## config.mk

```make
export PLATFORM = sky130hd
export DESIGN_NAME = expr_parser
export DESIGN_NICKNAME = d
export VERILOG_FILES = /design/src/rtl/expr_parser.sv
export SDC_FILE = /design/constraint.sdc
export NUM_CORES = 1
export LEC_CHECK = 0
export ABC_AREA = 1
export CAP_MARGIN = 10
export CORE_UTILIZATION = 27
export DETAILED_ROUTE_END_ITERATION = 10
export RECOVER_POWER = 50
export REMOVE_ABC_BUFFERS = 1
export SLEW_MARGIN = 5
export SYNTH_ARGS = -nofsm -noshare
export SYNTH_HDL_FRONTEND = slang
export SYNTH_SLANG_ARGS = --single-unit
```

## constraint.sdc

```tcl
create_clock -name i_clk -period 8.65 [get_ports i_clk]
set_clock_uncertainty 0.1 [all_clocks]
set_input_delay 1.2975 -clock i_clk [delete_from_list [all_inputs] [get_ports i_clk]]
set_output_delay 1.2975 -clock i_clk [all_outputs]
set_load 0.01 [all_outputs]
```

## src/rtl/expr_parser.sv

```systemverilog
// expr_parser
//   Parses "<A><op><B><term>" expressions from an ASCII byte stream.
//   A and B are unsigned decimal numbers, op is one of + - * /, and the
//   terminator is TERM_EQ or TERM_CR. A complete expression produces a
//   one-cycle o_ready pulse with op/operand_a/operand_b updated. A malformed
//   expression or an operand overflow produces a one-cycle o_error pulse.
//   After an error, bytes are discarded until the next terminator arrives.
//
// Ports
//   i_clk      system clock, rising edge
//   reset_n    asynchronous active-low reset
//   i_ready    i_data valid strobe, one cycle per byte
//   i_data     received ASCII byte
//   o_ready    one-cycle pulse: op/operand_a/operand_b updated
//   op         operator character of the last good expression
//   operand_a  first operand of the last good expression
//   operand_b  second operand of the last good expression
//   o_error    one-cycle pulse on entry to the error state
//   o_busy     high while an expression or an error discard is in progress
module expr_parser #(
    parameter int unsigned WIDTH   = 16,
    parameter logic [7:0]  TERM_EQ = 8'h3D,
    parameter logic [7:0]  TERM_CR = 8'h0D
) (
    input  logic             i_clk,
    input  logic             reset_n,
    input  logic             i_ready,
    input  logic [7:0]       i_data,
    output logic             o_ready,
    output logic [7:0]       op,
    output logic [WIDTH-1:0] operand_a,
    output logic [WIDTH-1:0] operand_b,
    output logic             o_error,
    output logic             o_busy
);

    localparam int unsigned EW = WIDTH + 4;

    typedef enum logic [1:0] {
        S_IDLE,
        S_OPA,
        S_OPB,
        S_ERR
    } state_t;

    state_t           r_state;
    state_t           w_state_next;

    logic [WIDTH-1:0] r_acc_a;
    logic [WIDTH-1:0] r_acc_b;
    logic             r_b_seen;
    logic [7:0]       r_op_latch;
    logic [7:0]       r_op;
    logic [WIDTH-1:0] r_operand_a;
    logic [WIDTH-1:0] r_operand_b;
    logic             r_ready;
    logic             r_error;

    logic             w_is_digit;
    logic             w_is_space;
    logic             w_is_op;
    logic             w_is_term;
    logic [3:0]       w_digit;
    logic [WIDTH-1:0] w_acc_sel;
    logic [EW-1:0]    w_acc_ext;
    logic             w_overflow;

    logic             w_load_a;
    logic             w_acc_a_upd;
    logic             w_acc_b_upd;
    logic             w_latch_op;
    logic             w_complete;
    logic             w_enter_err;

    // Byte classification
    assign w_is_digit = (i_data >= 8'h30) && (i_data <= 8'h39);
    assign w_is_space = (i_data == 8'h20);
    assign w_is_op    = (i_data == 8'h2B) || (i_data == 8'h2D) ||
                        (i_data == 8'h2A) || (i_data == 8'h2F);
    assign w_is_term  = (i_data == TERM_EQ) || (i_data == TERM_CR);
    assign w_digit    = i_data[3:0];

    // Single shared multiply-add: only one accumulator is live per state.
    // Four extra bits hold acc*10+9 for any WIDTH-bit acc, so overflow is
    // simply any set bit above WIDTH.
    assign w_acc_sel  = (r_state == S_OPB) ? r_acc_b : r_acc_a;
    assign w_acc_ext  = ({4'b0000, w_acc_sel} * EW'(10)) + EW'(w_digit);
    assign w_overflow = |w_acc_ext[EW-1:WIDTH];

    // State register
    always_ff @(posedge i_clk or negedge reset_n) begin
        if (!reset_n) begin
            r_state <= S_IDLE;
        end else begin
            r_state <= w_state_next;
        end
    end

    // Next-state and control decode
    always_comb begin
        w_state_next = r_state;
        w_load_a     = 1'b0;
        w_acc_a_upd  = 1'b0;
        w_acc_b_upd  = 1'b0;
        w_latch_op   = 1'b0;
        w_complete   = 1'b0;
        if (i_ready) begin
            case (r_state)
                S_IDLE: begin
                    if (w_is_digit) begin
                        w_load_a     = 1'b1;
                        w_state_next = S_OPA;
                    end else if (!w_is_space) begin
                        w_state_next = S_ERR;
                    end
                end
                S_OPA: begin
                    if (w_is_digit) begin
                        if (w_overflow) w_state_next = S_ERR;
                        else            w_acc_a_upd  = 1'b1;
                    end else if (w_is_op) begin
                        w_latch_op   = 1'b1;
                        w_state_next = S_OPB;
                    end else if (!w_is_space) begin
                        w_state_next = S_ERR;
                    end
                end
                S_OPB: begin
                    if (w_is_digit) begin
                        if (w_overflow) w_state_next = S_ERR;
                        else            w_acc_b_upd  = 1'b1;
                    end else if (w_is_term && r_b_seen) begin
                        w_complete   = 1'b1;
                        w_state_next = S_IDLE;
                    end else if (!w_is_space) begin
                        w_state_next = S_ERR;
                    end
                end
                S_ERR: begin
                    if (w_is_term) w_state_next = S_IDLE;
                end
                default: w_state_next = S_IDLE;
            endcase
        end
    end

    assign w_enter_err = (w_state_next == S_ERR) && (r_state != S_ERR);

    // Datapath and output registers
    always_ff @(posedge i_clk or negedge reset_n) begin
        if (!reset_n) begin
            r_acc_a     <= '0;
            r_acc_b     <= '0;
            r_b_seen    <= 1'b0;
            r_op_latch  <= '0;
            r_op        <= '0;
            r_operand_a <= '0;
            r_operand_b <= '0;
            r_ready     <= 1'b0;
            r_error     <= 1'b0;
        end else begin
            r_ready <= w_complete;
            r_error <= w_enter_err;
            if (w_load_a)    r_acc_a <= WIDTH'(w_digit);
            if (w_acc_a_upd) r_acc_a <= w_acc_ext[WIDTH-1:0];
            if (w_latch_op) begin
                r_op_latch <= i_data;
                r_acc_b    <= '0;
                r_b_seen   <= 1'b0;
            end
            if (w_acc_b_upd) begin
                r_acc_b  <= w_acc_ext[WIDTH-1:0];
                r_b_seen <= 1'b1;
            end
            if (w_complete) begin
                r_op        <= r_op_latch;
                r_operand_a <= r_acc_a;
                r_operand_b <= r_acc_b;
            end
        end
    end

    assign o_ready   = r_ready;
    assign o_error   = r_error;
    assign op        = r_op;
    assign operand_a = r_operand_a;
    assign operand_b = r_operand_b;
    assign o_busy    = (r_state != S_IDLE);

endmodule

```

======== Word-level counts from Yosys, hierarchy flattened ========
Cells that the tools add are included.
word-level totals
  ROM bits ................................ 0
  memories kept ........................... 0
  input bits .............................. 11
  logic and storage cells ................. 72
  register bits ........................... 85
  output and inout bits ................... 43
  bits in writable memories ............... 0
  latch bits .............................. 0
cells by class
  $add $sub $neg .......................... 1
  multiply operators ...................... 1
  reductions and logical operators ........ 12
  eq/ne operators ......................... 12
  shift operators ......................... 0
  $lt $le $gt $ge ......................... 2
  bitwise operators ....................... 0
  mux-type cells .......................... 34
  divide/modulo/power cells ............... 0
operators with widths
  operator               count
  $mux 16                5
  $eq 8x6->1 const B     6
  $add 20x4->20          1
  $mul 16x3->19 const B  1
  $mux 1                 19
  $mux 2                 9
  $eq 8x4->1 const B     1
  $ge 8x6->1 const B     1
  $le 8x6->1 const B     1
  $pmux 2 s4             1
  $eq 2x2->1 const B     3
  $reduce_bool 2->1      3
  $logic_or 1x1->1       4
  $reduce_or 4->1        1
  $logic_and 1x1->1      3
  $eq 2x1->1 const B     1
  $logic_not 2->1        1
  $ne 2x2->1 const B     1

======== Logic depth before layout (Yosys ltp) ========
Gate-level depths: netlist of the first run.
  depth in word-level cells ............... 11
  gate-level depth with buffers ........... 30
  gate-level depth less buffers ........... 29

======== Worst setup path before layout of the first run ========
OpenSTA, ideal clock, no wires.
  path kind ............................... register to register
  start ................................... register r_state[0]
  end ..................................... register r_acc_a[10]
  required time ........................... 8.421 ns
  path slack .............................. 4.722 ns
  path buffers ............................ 2
  cell stages (with the launch flop) ...... 26
  clock period less this slack ............ 3.928 ns
  arrival time ............................ 3.700 ns
  cells stage by stage .................... dfrtp_1 > inv_2 > nand2_1 > clkbuf_1 > o21ai_0 > ha_1 > ha_1 > inv_1 > fa_1 > nor2_1 > nand4_1 > nand2_1 > nand3_1 > nor2_4 > nand2_2 > nor2_4 > nand2_1 > nand3_1 > nand2_2 > nor2_4 > nand2_2 > inv_4 > nand2_4 > nand2_4 > buf_8 > o22ai_2
on the way
  longest elaborated chain between the ends .. 10
  elaborated cells on any way between the ends .. 15
RTL lines
  what                                                 line  text
  start: declaration                                   46    state_t r_state;
  start signal: assignment                             95    r_state <= w_state_next;
  $eq 2x2->1                                           86    assign w_acc_sel = (r_state == S_OPB) ? r_acc_b : r_acc_a;
  $mux 16                                              86
  $mul 16x3->19                                        87    assign w_acc_ext = ({4'b0000, w_acc_sel} * EW'(10)) + EW'(w_digit);
  $add 20x4->20                                        87
  $reduce_or 4->1                                      88    assign w_overflow = |w_acc_ext[EW-1:WIDTH];
  $mux 1                                               119   if (w_overflow) w_state_next = S_ERR;
  $mux 1                                               118   if (w_is_digit) begin
  $mux 1                                               108   case (r_state)
  $mux 1                                               107   if (i_ready) begin
  $mux 16 / $reduce_bool 2->1 (equally long branches)  --
  end signal: assignment                               164   if (w_load_a) r_acc_a <= WIDTH'(w_digit);
  end signal: assignment                               165   if (w_acc_a_upd) r_acc_a <= w_acc_ext[WIDTH-1:0];
  end: declaration                                     49    logic [WIDTH-1:0] r_acc_a;
Parallel ways exist; a longest one is shown, timed or not.
A chain may end at the register's enable or synchronous reset.

==> flow_summary.toml, run 1 <==
[run_status]
status = "finished with violations"
violations = "max-capacitance violations, max-slew violations"

[final_layout]
multi_input_area_um2 = 2775
diodes = 0
ff_latch_area_um2 = 2127
drive_above_1_share_pct = 11.41
final.fill_count = 2110
layout_common_cells = "nand2_1 (217), inv_1 (95), dfrtp_1 (85)"
nets = 810
syn2layout_area_growth_pct = 19.14
final_common_cell = "nand2_1"

[floorplanning]
rows = 51
die_x_um = 143.6
ios = 54
start_util_pct = 27.72
core-area_um2 = 19530
die_h_um = 143.6
die-area_um2 = 20620

[cts]
cts_tree = "built"
cts_hold_buf = 0
cts_buffer_depth = 2
post-cts-setup-buffer-count = 0
cts.sinks = 85
cts-root-buf = "clkbuf_16"
clock_latency_ps = 340
h-tree-depth = 3
cts_buffers = 9
ctsResizeCount = 0
clkTransAtPathRegs_ps = 60

[grt]
grt_pass1_wl_um = 22400
grt_max_degree = 71
antenna_found_initial = 0
met1_usage_pct = 19.80
grt_use_met2_pct = 21.33
grt-ovfl-total = 0
top_usage_layer = "met2"
grt_pass1_vias = 4456
grt_use_met3_pct = 2.066
grt_use_total_pct = 13.92

[synthesis]
synth_edf_count = 0
syn_area_per_cell_um2 = 7.435
synthCells = 728
async_flop_share_pct = 100.0
synth.distinct_cells = 35
synth_area_um2 = 5413
yosysSeqAreaShare_pct = 39.30
ys_warn_count = 0
ys_ff_latch = 85
ys.flop_type = "dfrtp_1"

[worst_setup_path]
start_kind = "input pin"
cpPeakStageDelay_ps = 2710
r2r_start = "r_state[0]$_DFF_PN0_"
crit_fanout = 70
rrSetupSlack_ps = 3530
cp-end-kind = "asynchronous set/reset pin"
r2r_cells = 23
cp_top_family = "buffers and inverters"
cp.arrival_ps = 4760
crit_top_cell = "clkbuf_1"
r2r_end = "r_acc_b[15]$_DFFE_PN0P_"
required_ps = 8130
critPathBufInv = 2
critPathKind = "in -> async"
critPathSlowestCell = "clkbuf_1"
worstPathCellList = "clkbuf_1 > clkbuf_1"

[timing]
fmax_mhz = 189.5
finalMaxSlewViolations = 71
finalCriticalPeriod_ps = 5277
finalCritPeriodShare_pct = 61.00
report.final.setup_viol = 0
hold_viol = 0
relSlewSlack_pct = -150.8
setup_tns_ps = 0
rsz0062_at_grt = "false"
worstMarginPinSlew_ps = 3762

[flow_run]
max-cap-violations = 1

[worst_hold_path]
holdPathEnd = "r_op_latch[5]$_DFFE_PN0P_"
whs_path_depth = 2
hp-class = "reg -> reg"
hold_path_startpoint = "r_op_latch[5]$_DFFE_PN0P_"

[drt]
wl_per_cell_um = 12.73
vias = 4614
drc_errors = 0
drtIter0Drc = 319
wl_um = 13300
ant_nets = 0
first_pass_iters = 5
routed_via_density = 4.415

[placement]
dp_hpwl_um = 10220
gp_congestion = 0.8866
port_buffers = 53
-- cell usage after synthesis, types with 4 or more instances --
cell type  number  area, um2
nand2_1       218      818.3
inv_1          95      356.6
dfrtp_1        85       2127
nand3_1        59      295.3
o21ai_0        52      260.3
nor2_1         41      153.9
nand2_2        27      168.9
ha_1           21      262.8
o21ai_1        14      70.07
xor2_1         14      122.6
clkbuf_1       12      45.04
inv_2          11      41.29
nand4_1        11      68.82
o22ai_2        10      125.1
a21oi_1         7      35.03
nor2_2          6      37.54
nor2_4          6      67.56
nor3_1          6      30.03
nand3_2         5      50.05
xnor2_1         5      43.79
buf_6           4      45.04
-- kinds of logic after synthesis --
group	Yosys count	share of synthesized area (%)
buf+inv	125	9.477
simple gates	386	32.55
fa+ha+maj	23	5.594
xor+xnor	19	3.074
flops	85	39.30
compound gates	90	10.01
-- stage by stage --
step                      worst slack, ps  instance area [um2]  instances  utilization, %  hold slack [ps]
final                                3373                 6449       1045           33.03            358.7
after global routing                 2418                 6449       1045           33.03            382.7
after CTS                            3514                 6456       1045           33.06            365.1
after detailed placement             3557                 6181       1030           31.65            347.8
after global placement               3629                 6181       1030           31.65            331.1
after floorplan                      4441                 5304        710               -            319.8
-- state kept, by name, summed over array words and instances, names as in the netlist --
register	count
r_op_latch	8
operand_b	16
o_error	1
r_b_seen	1
r_acc_b	16
r_acc_a	16
o_ready	1
operand_a	16
op	8
r_state	2
-- layout make-up --
type                    count  area share [%]
clock buffers              11           3.764
clock inverters             4          0.5045
inverters                 107           6.267
multi-input cells         518           43.03
flip-flops and latches     85           32.98
well taps                 265           5.142
repair buffers             55           8.304
-- tightest hold or removal path, cell delays in order, from the launching register on --
cell and delay [ps]:
dfrtp_1 320, inv_1 50, nand2_1 50
-- per-layer routing --
metal | up-vias | part of all wire (%) | wire (um)
li1 | 2406 | - | -
met1 | 2116 | 50 | 6684
met2 | 78 | 45 | 5936
met3 | 14 | 3.6 | 481
met4 | 0 | 1.5 | 200
met5 | - | 0 | 0
-- worst max path at each step --
| stage | startpoint | end | cells after the start |
|---|---|---|---|
| after floorplan | r_state[0]$_DFF_PN0_ | r_acc_b[10]$_DFFE_PN0P_ | 23 |
| after global routing | reset_n | r_b_seen$_DFFE_PN0P_ | 2 |
| final | reset_n | operand_a[3]$_DFFE_PN0P_ | 2 |
| after CTS | r_state[0]$_DFF_PN0_ | r_acc_b[15]$_DFFE_PN0P_ | 23 |
| after global placement | r_state[0]$_DFF_PN0_ | r_acc_b[15]$_DFFE_PN0P_ | 23 |
| after detailed placement | r_state[0]$_DFF_PN0_ | r_acc_b[14]$_DFFE_PN0P_ | 23 |
Power of run 1 is not shown: default switching activity piles up to over one toggle a cycle in this logic, so the estimate is an artifact.
==> run 2, diff against run 1 <==
- clock period: 8.65 -> 4.5 ns (I/O delays scaled with it)
==> run 2 against run 1 <==
  * The flow still finishes with violations (max-capacitance violations, max-slew violations)
  * Final area up 2.9%
  * Final cell count up 1.2%
  * Global-route usage down 0.39 points
  * Die area unchanged
  * Sequential share of layout area down 0.92 points
  * Largest cell class unchanged
  * Non-clock buffer count up 11
  * Count of clock-buffer cells in the layout down 2
  * Critical path type is now reg -> reg
  * Sequential cell count unchanged
  * Highest routed layer unchanged
  * Hold slack worse by 10 ps
==> flow_summary.toml, run 2 (synthesized netlist as in run 1, its figures left out) <==
[timing]
relSlewSlack_pct = -136.9
finalCritPeriodShare_pct = 90.76
report.final.setup_viol = 0
fmax_mhz = 244.9
holdWs_ps = 348.7
rsz0062_at_grt = "false"
finalMaxSlewViolations = 64
hold_viol = 0
worstMarginPinSlew_ps = 3554
finalCriticalPeriod_ps = 4084

[final_layout]
final.fill_count = 2093
multi_input_area_um2 = 2826
design_area_um2 = 6634
ff_latch_area_um2 = 2127
drive_above_1_share_pct = 13.49
final_common_cell = "nand2_1"
layout_common_cells = "nand2_1 (216), inv_1 (95), dfrtp_1 (85)"
syn2layout_area_growth_pct = 22.56
nets = 822
diodes = 0

[worst_setup_path]
r2r_start = "r_state[0]$_DFF_PN0_"
start_kind = "register"
cpPeakStageDelay_ps = 450
cp-end-kind = "register"
cp_top_family = "simple AND/OR/NAND/NOR gates"
r2r_cells = 25
crit_fanout = 11
critPathBufInv = 5
critPathKind = "reg -> reg"
required_ps = 4650
critPathSlowestCell = "fa_1"
rrSetupSlack_ps = 420
crit_top_cell = "nand2_2"
r2r_end = "r_acc_a[7]$_DFFE_PN0P_"
cp.arrival_ps = 4240

[cts]
cts-root-buf = "clkbuf_16"
cts.sinks = 85
h-tree-depth = 3
clock_latency_ps = 330
cts_buffer_depth = 2
cts_buffers = 9
cts_hold_buf = 0
cts_tree = "built"
clkTransAtPathRegs_ps = 60

[drt]
wl_um = 13400
first_pass_iters = 5
ant_nets = 0
routed_via_density = 4.337
drc_errors = 0
drtIter0Drc = 314
wl_per_cell_um = 12.67
vias = 4589

[grt]
grt_pass1_wl_um = 21840
grt_use_total_pct = 13.53
antenna_found_initial = 0
grt-ovfl-total = 0
grt_pass1_vias = 4379
grt_max_degree = 67

[run_status]
violations = "max-capacitance violations, max-slew violations"
status = "finished with violations"

[floorplanning]
start_util_pct = 27.72
ios = 54
die-area_um2 = 20620
core-area_um2 = 19530
die_x_um = 143.6
die_h_um = 143.6
rows = 51

[flow_run]
max-cap-violations = 1

[worst_hold_path]
holdPathEnd = "r_op_latch[5]$_DFFE_PN0P_"
whs_path_depth = 2
hold_path_startpoint = "r_op_latch[5]$_DFFE_PN0P_"
hp-class = "reg -> reg"

[placement]
place_area_um2 = 6254
dp_hpwl_um = 10270
gp_congestion = 0.9087
port_buffers = 53
==> run 2: repair_timing <==
item                       in CTS  in global routing
setup endpoints to repair      29                 33
pin swaps                       0                  1
cloned                          0                  1
setup buffers                   0                  3
gates resized for setup         2                 14
==> run 2: metal layers <==
metal | global-route usage [%] | vias up | share of wire (%)
met5 | 0 | - | 0
met4 | 4.927 | 0 | 2.0
met3 | 1.833 | 14 | 3.8
met2 | 21.23 | 85 | 45
met1 | 18.88 | 2066 | 49
li1 | - | 2424 | -
==> run 2: layout make-up <==
| cell class | count | share of cell area [%] |
|---|---|---|
| Tap cell | 265 | 4.998 |
| Clock buffer | 9 | 3.395 |
| Inverter | 107 | 6.092 |
| Sequential cell | 85 | 32.06 |
| Multi-Input combinational cell | 519 | 42.61 |
| Clock inverter | 7 | 1.132 |
| Timing Repair Buffer | 66 | 9.713 |
==> run 2: worst min-delay path, stage by stage (launching register included) <==
cell,delay (ps)
dfrtp_1,320
inv_1,50
nand2_1,50
==> run 2: through the flow <==
step	std cells	util, %	setup TNS [ps]	worst slack (ps)
CTS	1054	33.56	0	54.37
global placement	1038	32.03	0	56.80
global route	1058	33.97	0	43.90
floorplan	710	-	0	290.5
detailed placement	1038	32.03	-74.01	-12.29
finish	1058	33.97	0	415.9
==> run 2: worst max path at each step <==
stage | cells past startpoint | slack, ps | start | to
3_3_place_gp | 24 | 60 | r_state[0]$_DFF_PN0_ | r_acc_b[10]$_DFFE_PN0P_
2_1_floorplan | 23 | 290 | r_state[0]$_DFF_PN0_ | r_acc_b[10]$_DFFE_PN0P_
4_1_cts | 24 | 50 | r_state[0]$_DFF_PN0_ | r_acc_a[0]$_DFFE_PN0P_
6_report | 25 | 420 | r_state[0]$_DFF_PN0_ | r_acc_a[7]$_DFFE_PN0P_
5_1_grt | 27 | 40 | r_state[0]$_DFF_PN0_ | r_acc_a[3]$_DFFE_PN0P_
3_5_place_dp | 24 | -10 | r_state[0]$_DFF_PN0_ | r_acc_b[15]$_DFFE_PN0P_
Power of run 2 is left out for the same reason.
==> run 3, diff against run 2 <==
- CAP_MARGIN: 10 -> not set
- CORE_UTILIZATION: 27 -> 35
==> run 3 against run 2 <==
  * The flow still finishes with violations (max-capacitance violations, max-slew violations)
  * Worst setup slack got worse by 10 ps
  * Via count increased by 1.4%
  * Maximum frequency decreased by 0.25%
  * First-iteration DRC count increased by 11%
  * Routed wire length decreased by 6.0%
  * Final cell count decreased by 6.8%
  * Critical path depth decreased by 2
==> flow_summary.toml, run 3 (synthesized netlist as in run 1, its figures left out) <==
[run_status]
status = "finished with violations"
violations = "max-capacitance violations, max-slew violations"

[cts]
post-cts-setup-buffer-count = 0
clock_latency_ps = 340
h-tree-depth = 3
cts.sinks = 85
cts_hold_buf = 0
cts_tree = "built"
clkTransAtPathRegs_ps = 70
cts-root-buf = "clkbuf_16"
cts_buffers = 9
ctsResizeCount = 0
cts_buffer_depth = 2

[placement]
dp_hpwl_um = 9730
gp_congestion = 0.8467
port_buffers = 53

[grt]
grt_pass1_vias = 4253
antenna_found_initial = 0
grt_pass1_wl_um = 21010
grt-ovfl-total = 0
grt_use_total_pct = 16.47
grt_max_degree = 86

[drt]
routed_via_density = 4.718
vias = 4652
ant_nets = 0
drtIter0Drc = 348
wl_um = 12590
drc_errors = 0
first_pass_iters = 7
wl_per_cell_um = 12.77

[worst_setup_path]
crit_fanout = 11
cp-end-kind = "register"
start_kind = "register"
required_ps = 4660
cp.arrival_ps = 4250
critPathKind = "reg -> reg"

[timing]
setup_tns_ps = 0
rsz0062_at_grt = "false"
finalMaxSlewViolations = 86
fmax_mhz = 244.2
report.final.setup_viol = 0
worstMarginPinSlew_ps = 2069
finalCriticalPeriod_ps = 4094
finalCritPeriodShare_pct = 90.99
hold_viol = 0
relSlewSlack_pct = -37.90

[final_layout]
drive_above_1_share_pct = 13.91
layout_common_cells = "nand2_1 (216), inv_1 (95), dfrtp_1 (85)"
diodes = 0
final_common_cell = "nand2_1"
syn2layout_area_growth_pct = 20.41
nets = 827

[floorplanning]
rows = 45
die_h_um = 126.4
ios = 54
die_x_um = 126.4
core-area_um2 = 15150
start_util_pct = 35.74
die-area_um2 = 15970

[flow_run]
max-cap-violations = 1

[worst_hold_path]
hp-class = "reg -> reg"
[run 3: cell count changes in the layout (fill, tap and decap cells not counted), moves of 2 or more]
| cell | change |
|---|---|
| buf_4 | +8 |
| clkbuf_8 | +2 |
| clkinv_4 | -2 |
| inv_6 | +2 |
| nand2_8 | -3 |
| o21ai_0 | +8 |
| o21ai_1 | -7 |
[run 3: through the flow]
step	worst slack (ps)	instances	area, um2	utilization [%]	hold WS (ps)
final	405.6	986	6518	43.03	349.7
after global routing	62.07	986	6518	43.03	379.4
after CTS	231.3	986	6518	43.03	352.3
after detailed placement	263.6	970	6225	41.10	336.1
after global placement	329.7	970	6225	41.10	329.2
after floorplan	290.5	710	5304	-	279.4
[run 3: layout make-up]
| class | count | area (um2) |
|---|---|---|
| Clock inverter | 5 | 40.04 |
| Tap cell | 188 | 235.2 |
| Sequential cell | 85 | 2127 |
| Clock buffer | 11 | 252.7 |
| Inverter | 107 | 404.1 |
| Multi-Input combinational cell | 518 | 2778 |
| Timing Repair Buffer | 72 | 680.7 |
| Fill cell | 1560 | 8628 |
[run 3: worst paths after layout]
path / from / to / slack (ps) / cells past startpoint
min: r_op_latch[3]$_DFFE_PN0P_ / r_op_latch[3]$_DFFE_PN0P_ / 350 / 2
max in group asynchronous: reset_n / r_acc_b[12]$_DFFE_PN0P_ / 2250 / 1
max reg2reg: r_state[0]$_DFF_PN0_ / r_acc_a[4]$_DFFE_PN0P_ / 410 / 23
min reg2reg: r_op_latch[3]$_DFFE_PN0P_ / r_op_latch[3]$_DFFE_PN0P_ / 350 / 2
min in group asynchronous: reset_n / op[4]$_DFFE_PN0P_ / 830 / 1
max: r_state[0]$_DFF_PN0_ / r_acc_a[4]$_DFFE_PN0P_ / 410 / 23
[run 3: critical path, stage by stage (launching register included)]
cell and delay, ps:
dfrtp_1 430, inv_2 100, nand2_2 130, o21ai_0 350, ha_1 310, ha_1 250
inv_1 80, fa_1 430, nor2_1 140, nand4_1 120, nand2_1 80, nand3_1 130
nor2_4 140, nand2_2 110, nor2_4 150, nand2_1 60, nand3_1 80, nand2_2 70
nor2_4 130, nand2_2 80, inv_4 90, nand2_4 90, buf_4 210, o22ai_1 160
[run 3: per-layer routing]
metal	share of wire, %	track usage, %
met1	52	24.27
met2	44	24.83
met3	2.3	2.278
met4	1.6	5.315
met5	0	0
Power of run 3 is left out for the same reason.
